[src/rtl/bus_pkg.sv]
// Shared definitions for the serial bus master and slave ports.
package bus_pkg;

  // Port transaction phases.
  typedef enum logic [2:0] {
    StIdle,
    StReq,
    StAddr,
    StWdata,
    StRdata,
    StDone
  } port_state_e;

  // Transaction mode as carried on mmode.
  localparam logic ModeRead  = 1'b0;
  localparam logic ModeWrite = 1'b1;

  function automatic int unsigned max_uint(input int unsigned a, input int unsigned b);
    return (a > b) ? a : b;
  endfunction

endpackage

[src/rtl/master_port.sv]
// Device-side request port that arbitrates for the serial bus, shifts out
// address and write data LSB first, and assembles serial read data with a
// timeout on a silent slave.
module master_port
  import bus_pkg::*;
#(
  parameter int unsigned ADDR_WIDTH = 12,
  parameter int unsigned DATA_WIDTH = 8,
  parameter int unsigned TIMEOUT    = 16
) (
  input  logic                  clk,
  input  logic                  rstn,
  // Device side
  input  logic                  dvalid,
  input  logic                  dmode,
  input  logic [ADDR_WIDTH-1:0] daddr,
  input  logic [DATA_WIDTH-1:0] dwdata,
  output logic                  dready,
  output logic [DATA_WIDTH-1:0] drdata,
  output logic                  ddone,
  output logic                  derr,
  // Bus side
  output logic                  mbreq,
  input  logic                  mbgrant,
  output logic                  mwdata,
  output logic                  mmode,
  output logic                  mvalid,
  input  logic                  mrdata,
  input  logic                  svalid,
  input  logic                  sready
);

  localparam int unsigned CntMax = max_uint(ADDR_WIDTH, DATA_WIDTH);
  localparam int unsigned CntW   = $clog2(CntMax + 1);
  localparam int unsigned WaitW  = $clog2(TIMEOUT + 1);

  port_state_e           state_q, state_d;
  logic [CntW-1:0]       cnt_q, cnt_d;
  logic [WaitW-1:0]      wait_q, wait_d;
  logic [ADDR_WIDTH-1:0] addr_q, addr_d;
  logic [DATA_WIDTH-1:0] wdata_q, wdata_d;
  logic                  mode_q, mode_d;
  logic [DATA_WIDTH-1:0] rbuf_q, rbuf_d;
  logic [DATA_WIDTH-1:0] drdata_q, drdata_d;
  logic                  err_q, err_d;

  logic [DATA_WIDTH-1:0] rbuf_next;
  logic [ADDR_WIDTH-1:0] addr_sh;
  logic [DATA_WIDTH-1:0] wdata_sh;

  // Next-state: phase sequencing, bit/timeout counting and read assembly.
  always_comb begin
    state_d   = state_q;
    cnt_d     = cnt_q;
    wait_d    = wait_q;
    addr_d    = addr_q;
    wdata_d   = wdata_q;
    mode_d    = mode_q;
    rbuf_d    = rbuf_q;
    drdata_d  = drdata_q;
    err_d     = err_q;
    rbuf_next = rbuf_q | (DATA_WIDTH'(mrdata) << cnt_q);

    unique case (state_q)
      StIdle: begin
        if (dvalid) begin
          addr_d  = daddr;
          wdata_d = dwdata;
          mode_d  = dmode;
          cnt_d   = '0;
          wait_d  = '0;
          rbuf_d  = '0;
          err_d   = 1'b0;
          state_d = StReq;
        end
      end
      StReq: begin
        // Grant is only sampled here; the arbiter holds it while mbreq is high.
        if (mbgrant && sready) begin
          cnt_d   = '0;
          state_d = StAddr;
        end
      end
      StAddr: begin
        if (cnt_q == CntW'(ADDR_WIDTH - 1)) begin
          cnt_d   = '0;
          wait_d  = '0;
          state_d = (mode_q == ModeWrite) ? StWdata : StRdata;
        end else begin
          cnt_d = cnt_q + 1'b1;
        end
      end
      StWdata: begin
        if (cnt_q == CntW'(DATA_WIDTH - 1)) begin
          cnt_d   = '0;
          state_d = StDone;
        end else begin
          cnt_d = cnt_q + 1'b1;
        end
      end
      StRdata: begin
        if (svalid) begin
          rbuf_d = rbuf_next;
          wait_d = '0;
          if (cnt_q == CntW'(DATA_WIDTH - 1)) begin
            drdata_d = rbuf_next;
            cnt_d    = '0;
            state_d  = StDone;
          end else begin
            cnt_d = cnt_q + 1'b1;
          end
        end else if (wait_q == WaitW'(TIMEOUT - 1)) begin
          // Silent slave: finish with an error and keep the old read data.
          err_d   = 1'b1;
          state_d = StDone;
        end else begin
          wait_d = wait_q + 1'b1;
        end
      end
      StDone: begin
        err_d   = 1'b0;
        state_d = StIdle;
      end
      default: state_d = StIdle;
    endcase
  end

  // State and data registers with synchronous active-low reset.
  always_ff @(posedge clk) begin
    if (!rstn) begin
      state_q  <= StIdle;
      cnt_q    <= '0;
      wait_q   <= '0;
      addr_q   <= '0;
      wdata_q  <= '0;
      mode_q   <= 1'b0;
      rbuf_q   <= '0;
      drdata_q <= '0;
      err_q    <= 1'b0;
    end else begin
      state_q  <= state_d;
      cnt_q    <= cnt_d;
      wait_q   <= wait_d;
      addr_q   <= addr_d;
      wdata_q  <= wdata_d;
      mode_q   <= mode_d;
      rbuf_q   <= rbuf_d;
      drdata_q <= drdata_d;
      err_q    <= err_d;
    end
  end

  // Outputs decoded from registered state only; no input reaches them.
  always_comb begin
    addr_sh  = addr_q >> cnt_q;
    wdata_sh = wdata_q >> cnt_q;
    dready   = 1'b0;
    mbreq    = 1'b0;
    mvalid   = 1'b0;
    mwdata   = 1'b0;
    mmode    = 1'b0;
    unique case (state_q)
      StIdle: dready = 1'b1;
      StReq:  mbreq  = 1'b1;
      StAddr: begin
        mbreq  = 1'b1;
        mvalid = 1'b1;
        mwdata = addr_sh[0];
        mmode  = mode_q;
      end
      StWdata: begin
        mbreq  = 1'b1;
        mvalid = 1'b1;
        mwdata = wdata_sh[0];
        mmode  = mode_q;
      end
      StRdata: begin
        mbreq = 1'b1;
        mmode = mode_q;
      end
      default: ;
    endcase
  end

  assign drdata = drdata_q;
  assign ddone  = (state_q == StDone);
  assign derr   = err_q;

endmodule

[config.mk]
export PLATFORM = sky130hd
export DESIGN_NAME = master_port
export DESIGN_NICKNAME = d
export VERILOG_FILES = /design/src/rtl/bus_pkg.sv /design/src/rtl/master_port.sv
export SDC_FILE = /design/constraint.sdc
export NUM_CORES = 1
export LEC_CHECK = 0
export CORE_MARGIN = 5
export CORE_UTILIZATION = 47
export DETAILED_ROUTE_END_ITERATION = 8
export PLACE_DENSITY = 0.75
export SYNTH_ARGS = -nofsm -noshare
export SYNTH_HDL_FRONTEND = slang
export SYNTH_SLANG_ARGS = --single-unit
[constraint.sdc]
create_clock -name clk -period 2.1 [get_ports clk]
set_input_delay 0.42 -clock clk [delete_from_list [all_inputs] [get_ports clk]]
set_output_delay 0.42 -clock clk [all_outputs]
set_load 0.005 [all_outputs]
==> flow_summary.yaml, run 1 <==
setup_path:
  critPathMaxStageDelay_ns: 0.50
  reg2regPathDepth: 7
  cp-end-kind: "output pin"
  crit_buf_inv: 1
  crit_slowest_cell: "mux4_2"
  start_kind: "register"
  cp_cell_sequence: "mux4_2 > mux2_4 > o21ai_2 > o21ai_1 > buf_2"
  cp.required_ns: 1.68
  r2r_start: "cnt_q[0]"
  critPathKind: "reg -> out"
  cp.arrival_ns: 1.79
  cp.depth: 5
  r2r-end: "wait_q[3]"
  critPathTopFamily: "multiplexers"
  worstPathMaxFanout: 3
  rrSetupSlack_ns: 0.02
logic_synthesis:
  synth_fa_ha_area_share_pct: 1.54
  synth.most_common_cell: "nand2_1"
  synth_edf_count: 0
  seq_area_frac_synth_pct: 41.2
  ys.flop_type: "dfxtp_1"
  syn_area_sq_mm: 0.00243
  synth_top_area_share_pct: 41.2
  synth-xor-area-share_pct: 0.360
  synth_cells: 304
  async_flop_share_pct: 0
  synth_mux_area_share_pct: 5.45
  yosys-top-cells-area: "dfxtp_1 41%, a21oi_1 8.4%, nand2_1 7.9%"
  ys.warnings.count: 0
  avgSynthCellArea_sq_um: 8.00
  yosys.area_share.simple_pct: 26.6
  yosys.area.top_type: "dfxtp_1"
  synth-seq-cells: 50
  ys_top_cells_by_count: "51 x nand2_1, 50 x dfxtp_1, 41 x a21oi_1, 34 x nor2_1, 12 x clkbuf_1"
  yosysUniqueCellTypes: 51
  synth_compound_area_share_pct: 19.9
  synth_top_family_by_area: "simple AND/OR/NAND/NOR gates"
  syn_nets: 335
die:
  fp.dieH_microns: 81.9
  die_w_microns: 81.9
  num_rows: 26
  dieArea_sq_mm: 0.00671
  io_pins: 43
  core_sq_mm: 0.00507
  initial_core_util_pct: 47.9
clock_tree:
  cts-buffers-inserted: 5
  cts.reportedPaths.clkPinSlew_ns: 0.09
  cts-hold-fix-buffers: 0
  insertion_delay_ns: 0.30
  clk_path_buf_depth: 2
  htree_levels: 2
  cts_root_buf: "clkbuf_8"
  cts_tree: "built"
  clkSinkCount: 50
worst_hold_path:
  min_path_cells: 2
  hold_class: "reg -> reg"
  holdPathEnd: "addr_q[10]"
  hold_start: "addr_q[10]"
detailed_routing:
  viasPerCell: 5.32
  vias: 2389
  wirelength_microns: 6270
  dr.pass1.iters: 4
  drtIter0Drc: 130
  ant_nets: 0
  post_drt_wl_per_cell_microns: 14.0
  route.detailed.drc: 0
timing:
  max-slew-margin-rel_pct: 77.1
  worst_pin_slew_ns: 0.343
  fmax_ghz: 0.452
  hold_viol: 0
  skew_ns: 0.00606
  rsz0062_at_grt: "true"
  drv_slew: 0
  setup_viol: 1
  period_share_pct: 105
  setup_ws_ns: -0.112
  layout_min_cycle_time_ns: 2.21
global_routing:
  grt.total_usage_pct: 19.8
  grt_antenna_before_repair: 0
  grt_max_degree: 30
  grt_pass1_wl_microns: 10300
  overflow: 0
  grt_pass1_vias: 2234
placed_design:
  dp_hpwl_microns: 4490
  dp_slack_ns: -0.204
  place_congestion: 0.898
  port-buffer-count: 42
  dpl_cell_area_sq_mm: 0.00318
finish:
  drive_gt1_share_pct: 22.7
  synthToLayoutAreaGrowth_pct: 40.2
  finalInstanceArea_sq_mm: 0.00341
  diodes: 0
  fill_cells: 444
  finalNetCount: 409
pwr:
  power.total_uw: 3160
  p_switching_uw: 1070
  worst_ir_drop_vdd_mv: 0.451
  seqPwrFrac_pct: 36.3
  p_clk_share_pct: 21.9
  leakage_uw: 0.00135
  p_comb_share_pct: 41.8
  swShare_pct: 33.8
  p_per_area_mw_per_mm2: 928
  power.internal_uw: 2100
flow_run:
  drv_cap: 0
run_status:
  outcome: "finished with violations"
  violations: "negative setup slack"
-- worst max path at each step --
stage                     startpoint         to  slack, ns
final                       cnt_q[0]     mwdata      -0.11
after global routing      state_q[2]     mwdata      -0.20
after CTS                   cnt_q[0]     mwdata      -0.10
after detailed placement    cnt_q[0]     mwdata      -0.20
after global placement      cnt_q[0]     mwdata      -0.18
after floorplan            wait_q[0]  wait_q[3]      0.006
-- power by group through the flow --
stage | Clock, uW | Combinational, uW | Sequential [uW]
finish | 692 | 1320 | 1150
global route | 742 | 1440 | 1160
CTS | 704 | 1240 | 1140
detailed placement | 0 | 1190 | 1160
global placement | 0 | 1160 | 1150
floorplan | 0 | 688 | 1130
-- metrics by stage --
stage | instances | util, % | TNS (ns) | hold slack (ns)
after CTS | 448 | 65.9 | -0.104 | 0.459
final | 449 | 67.2 | -0.112 | 0.458
after global routing | 449 | 67.2 | -0.428 | 0.473
after floorplan | 304 | - | 0 | 0.433
after global placement | 438 | 62.7 | -0.471 | 0.445
after detailed placement | 438 | 62.7 | -0.696 | 0.446
-- cell type report --
cell class                 instances  area, sq um  share of cell area (%)
clock inverter                     3         45.0                    1.32
multi-input combinational        226         1370                    40.1
sequential                        50         1010                    29.6
inverter                           6         22.5                   0.660
clock buffer                       5         68.8                    2.02
timing repair buffer              89          810                    23.7
tap                               70         87.6                    2.57
-- sequential cells by signal (all words and copies together), names as in the netlist --
| register | count |
|---|---|
| rbuf_q | 8 |
| derr | 1 |
| addr_q | 12 |
| state_q | 3 |
| wait_q | 5 |
| mode_q | 1 |
| wdata_q | 8 |
| cnt_q | 4 |
| drdata | 8 |
-- cell usage in the layout, fill, tap and decap left out, types with 2 or more instances in the layout --
cell type / instances
mux4_2: 4
or4_4: 2
a22oi_1: 2
nor2b_1: 3
nor2_1: 34
nand4_1: 3
a21oi_1: 41
nor3_1: 7
dlymetal6s2s_1: 4
clkdlybuf4s50_1: 36
dfxtp_1: 46
clkbuf_8: 5
dfxtp_2: 3
buf_8: 2
nor4_1: 2
o21ai_2: 2
or2_2: 2
and2_1: 2
o21a_1: 7
and3b_1: 2
nand3_1: 5
clkinvlp_4: 2
and3_1: 4
nand2_1: 51
buf_4: 43
or3_1: 3
nand3b_1: 3
a31oi_1: 8
mux2i_1: 2
ha_1: 3
inv_1: 4
o21ai_0: 7
-- worst min-delay path, stage by stage, from the launching register on --
cell	delay [ns]
dfxtp_1	0.32
nand2_1	0.05
a21oi_1	0.05
-- cell families after synthesis --
| group | after synthesis |
|---|---|
| AND/OR/NAND/NOR | 135 |
| AO/OA/AOI/OAI | 79 |
| flip-flops | 50 |
| buffers and inverters | 28 |
| multiplexers | 8 |
| adder cells (fa/ha/maj) | 3 |
| XOR/XNOR | 1 |
-- layer usage --
metal | vias up | global-route usage (%) | part of all wire (%)
met5 | - | 0 | 0
met2 | 62 | 34.1 | 50
met3 | 14 | 3.62 | 4.5
li1 | 1218 | - | -
met4 | 0 | 7.48 | 2.6
met1 | 1095 | 24.3 | 43
-- repair_timing --
action,in CTS,in global routing
setup buffers,2,1
gates resized for setup,19,18
setup endpoints to repair,13,12
pin swaps,1,2
No activity file was read; power rests on OpenSTA's default activity.
==> run 2, diff against run 1 <==
CORE_UTILIZATION = 50   (was 47)
PLACE_DENSITY = 0.76   (was 0.75)
clock period = 2.9 ns   (was 2.1 ns; I/O delays follow)
==> run 2 against run 1 <==
Cell count shrank 8.2%. Clock power decreased by 30%. Total power decreased by 36%. Sequential cell count unchanged. Non-clock buffer count down 34. Clock-buffer cell count is 1 higher. Combinational power is 47% lower. Worst hold slack worse by 0.0015 ns. The flow now finishes without violations. Via count down 5.0%. Critical endpoint unchanged. Global-route usage shrank 1.3 points. Sequential power down 27%.
==> flow_summary.yaml, run 2 (same netlist as run 1, synthesis figures left out) <==
run_status:
  outcome: "completed"
placed_design:
  dpl_cell_area_sq_mm: 0.00291
  dp_hpwl_microns: 4040
  port-buffer-count: 42
  place_congestion: 0.880
clock_tree:
  cts_root_buf: "clkbuf_8"
  clkSinkCount: 50
  cts-buffers-inserted: 5
  cts.reportedPaths.clkPinSlew_ns: 0.09
  htree_levels: 2
  cts_tree: "built"
  clk_path_buf_depth: 2
  insertion_delay_ns: 0.30
  cts-hold-fix-buffers: 0
timing:
  setup_tns_ns: 0
  skew_ns: 0.00595
  drv_slew: 0
  hold_viol: 0
  period_share_pct: 94.7
  max-slew-margin-rel_pct: 58.3
  setup_viol: 0
  rsz0062_at_grt: "false"
  layout_min_cycle_time_ns: 2.75
  fmax_ghz: 0.364
  worst_pin_slew_ns: 0.617
finish:
  layout_commonest_cell: "nand2_1"
  multi_input_area_sq_mm: 0.00131
  fill_cells: 437
  finalNetCount: 375
  finalInstanceArea_sq_mm: 0.00305
  largest_register_ffs: 12
  regArea_sq_mm: 0.00101
  most-common-layout-cells: "51 x nand2_1, 48 x dfxtp_1, 42 x clkdlybuf4s50_1"
  synthToLayoutAreaGrowth_pct: 25.4
  top_register: "addr_q"
  diodes: 0
  post-route-util_pct: 64.6
  drive_gt1_share_pct: 11.0
setup_path:
  critPathKind: "reg -> out"
  cp-end-kind: "output pin"
  worstPathMaxFanout: 5
  reg2regPathDepth: 5
  start_kind: "register"
  cp.arrival_ns: 2.17
  cp.required_ns: 2.32
  rrSetupSlack_ns: 0.64
die:
  core_sq_mm: 0.00472
  die_w_microns: 79.7
  io_pins: 43
  dieArea_sq_mm: 0.00636
  num_rows: 25
  initial_core_util_pct: 51.5
  fp.dieH_microns: 79.7
global_routing:
  met1_usage_pct: 23.7
  grt.total_usage_pct: 18.4
  overflow: 0
  grt_pass1_vias: 2069
  grt_antenna_before_repair: 0
  grt_pass1_wl_microns: 9380
  use_met2_pct: 30.7
  grtUsageMet3_pct: 3.84
  grt_max_degree: 30
  grt.busiest_layer: "met2"
detailed_routing:
  route.detailed.drc: 0
  dr.pass1.iters: 4
  viasPerCell: 5.51
  post_drt_wl_per_cell_microns: 13.5
  wirelength_microns: 5550
  vias: 2269
  ant_nets: 0
  drtIter0Drc: 145
pwr:
  worst_ir_drop_vdd_mv: 0.308
  leakage_uw: 0.00110
  p_per_area_mw_per_mm2: 663
flow_run:
  drv_cap: 0
worst_hold_path:
  hold_class: "reg -> reg"
  min_path_cells: 2
## run 2: metrics by stage
| stage | power [uW] | setup WS [ns] | hold WS (ns) | instances |
|---|---|---|---|---|
| floorplan | 1320 | 0.664 | 0.433 | 304 |
| finish | 2020 | 0.153 | 0.457 | 412 |
| global placement | 1520 | 0.358 | 0.445 | 401 |
| CTS | 2020 | 0.0438 | 0.460 | 409 |
| global route | 2140 | 0.00704 | 0.472 | 412 |
| detailed placement | 1530 | 0.301 | 0.447 | 401 |
## run 2: routing by layer
metal | part of all wire, % | vias to the layer above
met4 | 1.5 | 0
li1 | - | 1142
met2 | 49 | 47
met5 | 0 | -
met3 | 3.7 | 7
met1 | 46 | 1073
## run 2: worst max-delay path, stage by stage, from the launching register on
cell and delay, ns:
dfxtp_4 0.39, mux4_2 0.51, mux2_2 0.27, o21ai_0 0.14
o21ai_1 0.10, clkdlybuf4s50_1 0.45
## run 2: final timing paths
| kind | from | endpoint |
|---|---|---|
| hold / removal | addr_q[10] | addr_q[10] |
| setup / recovery | cnt_q[0] | mwdata |
| hold reg to reg | addr_q[10] | addr_q[10] |
| setup reg to reg | cnt_q[1] | wait_q[3] |
## run 2: what timing repair did
| action | CTS | global route |
|---|---|---|
| pin swaps | 0 | 1 |
| endpoints found under the setup margin | 1 | 1 |
| buffers inserted | 0 | 3 |
| resized for setup | 1 | 3 |
## run 2: power by group
part           switching [uW]  internal, uW
Combinational             389           317
Sequential               62.7           771
Clock                     226           257
## run 2: area by class of cell
class                      instances  share of cell area [%]
clock buffer                       6                    2.38
clock inverter                     2                    1.23
inverter                           6                   0.739
multi-input combinational        226                    42.9
sequential                        50                    33.0
tap                               67                    2.75
timing repair buffer              55                    17.0
==> run 3, diff against run 2 <==
PLACE_DENSITY = 0.8   (was 0.76)
==> run 3 against run 2 <==
Via count is 1.5% lower. Clock-buffer cell count stayed put. Critical path depth stayed put. Critical path type unchanged. Cell count is 0.73% lower. Register-to-register slack worse by 0.06 ns. Wire length is 0.92% higher. Cell area is 0.33% lower.
==> flow_summary.yaml, run 3 (same netlist as run 1, synthesis figures left out) <==
setup_path:
  rrSetupSlack_ns: 0.58
  cp.depth: 5
  reg2regPathDepth: 6
  r2r_start: "cnt_q[0]"
  critPathTopFamily: "multiplexers"
  r2r-end: "wait_q[3]"
  crit_buf_inv: 1
  cp.required_ns: 2.32
  crit_slowest_cell: "mux4_2"
  start_kind: "register"
  critPathMaxStageDelay_ns: 0.51
  cp.arrival_ns: 2.23
  cp_cell_sequence: "mux4_2 > mux2_2 > o21ai_0 > o21ai_1 > clkdlybuf4s50_1"
  critPathKind: "reg -> out"
  worstPathMaxFanout: 8
  cp-end-kind: "output pin"
clock_tree:
  clk_path_buf_depth: 2
  cts.reportedPaths.clkPinSlew_ns: 0.08
  cts_tree: "built"
  insertion_delay_ns: 0.30
  cts-buffers-inserted: 5
  cts_root_buf: "clkbuf_8"
  htree_levels: 2
  cts-hold-fix-buffers: 0
  clkSinkCount: 50
pwr:
  p_per_area_mw_per_mm2: 670
  worst_ir_drop_vdd_mv: 0.356
  leakage_uw: 0.00110
detailed_routing:
  ant_nets: 0
  drtIter0Drc: 133
  post_drt_wl_per_cell_microns: 13.7
  wirelength_microns: 5600
  vias: 2236
  viasPerCell: 5.47
  route.detailed.drc: 0
  dr.pass1.iters: 4
timing:
  layout_min_cycle_time_ns: 2.81
  setup_tns_ns: 0
  max-slew-margin-rel_pct: 60.2
  hold_slack_ns: 0.457
  worst_pin_slew_ns: 0.590
  period_share_pct: 96.8
  fmax_ghz: 0.356
  hold_viol: 0
  setup_viol: 0
  rsz0062_at_grt: "false"
  skew_ns: 0.00905
  drv_slew: 0
global_routing:
  overflow: 0
  grt_antenna_before_repair: 0
  grt_pass1_wl_microns: 9560
  grt_pass1_vias: 2122
  grt.total_usage_pct: 18.7
  grt_max_degree: 30
finish:
  finalInstanceArea_sq_mm: 0.00304
  largest_register_ffs: 12
  fin_cells: 409
  drive_gt1_share_pct: 10.2
  diodes: 0
  finalNetCount: 373
  layout_commonest_cell: "nand2_1"
  most-common-layout-cells: "51 x nand2_1, 49 x dfxtp_1, 42 x clkdlybuf4s50_1"
  post-route-util_pct: 64.3
  synthToLayoutAreaGrowth_pct: 24.9
  top_register: "addr_q"
die:
  fp.dieH_microns: 79.7
  die_w_microns: 79.7
  num_rows: 25
  dieArea_sq_mm: 0.00636
  initial_core_util_pct: 51.5
  core_sq_mm: 0.00472
  io_pins: 43
placed_design:
  place_congestion: 0.824
  dpl_cell_area_sq_mm: 0.00291
  port-buffer-count: 42
  dpl.cell_count: 401
  dp_hpwl_microns: 4000
worst_hold_path:
  hold_class: "reg -> reg"
  hold_start: "addr_q[8]"
  holdPathEnd: "addr_q[8]"
  min_path_cells: 2
run_status:
  outcome: "completed"
flow_run:
  drv_cap: 0
-- run 3: final cells by class --
class                      instances  area [sq um]
clock inverter                     1          30.0
timing repair buffer              53           507
multi-input combinational        226          1310
inverter                           6          22.5
fill                             420          1680
clock buffer                       6          82.6
tap                               67          83.8
sequential                        50          1000
-- run 3: worst max-delay path by stage --
stage / start / endpoint / slack [ns]
floorplan: cnt_q[0] / mwdata / 0.66
global placement: cnt_q[0] / mwdata / 0.31
detailed placement: cnt_q[0] / mwdata / 0.25
CTS: cnt_q[0] / mwdata / 0.02
global route: cnt_q[0] / mwdata / 0.007
finish: cnt_q[0] / mwdata / 0.09
-- run 3: metrics by stage --
stage	setup WS, ns	total power (uW)
detailed placement	0.249	1540
floorplan	0.664	1320
CTS	0.0218	2040
global placement	0.315	1520
global route	0.00670	2150
finish	0.0933	2040
-- run 3: metal layers --
metal  part of all wire [%]  vias up  track usage (%)
met5                      0        -                0
met4                    2.0        0             7.94
met3                    6.1       10             3.72
met2                     47       63             30.6
met1                     45     1025             23.8
li1                       -     1138                -
-- run 3: power by group --
part           internal, uW  leakage (uW)  total, uW  switching [uW]
clock                   276     0.0000573        497             221
combinational           313      0.000635        713             400
sequential              770      0.000407        825            55.3
total                  1360       0.00110       2040             676
-- run 3: worst register-to-register path: stages, from the launching register on --
cell      delay, ns
dfxtp_4        0.41
buf_4          0.19
ha_1           0.33
a211oi_4       0.14
or4_1          0.66
or3_1          0.39
a21oi_1        0.14
-- run 3: repair_timing --
item                       in CTS  in global routing
setup buffers                   0                  1
resized for setup               1                  3
setup endpoints to repair       1                  1
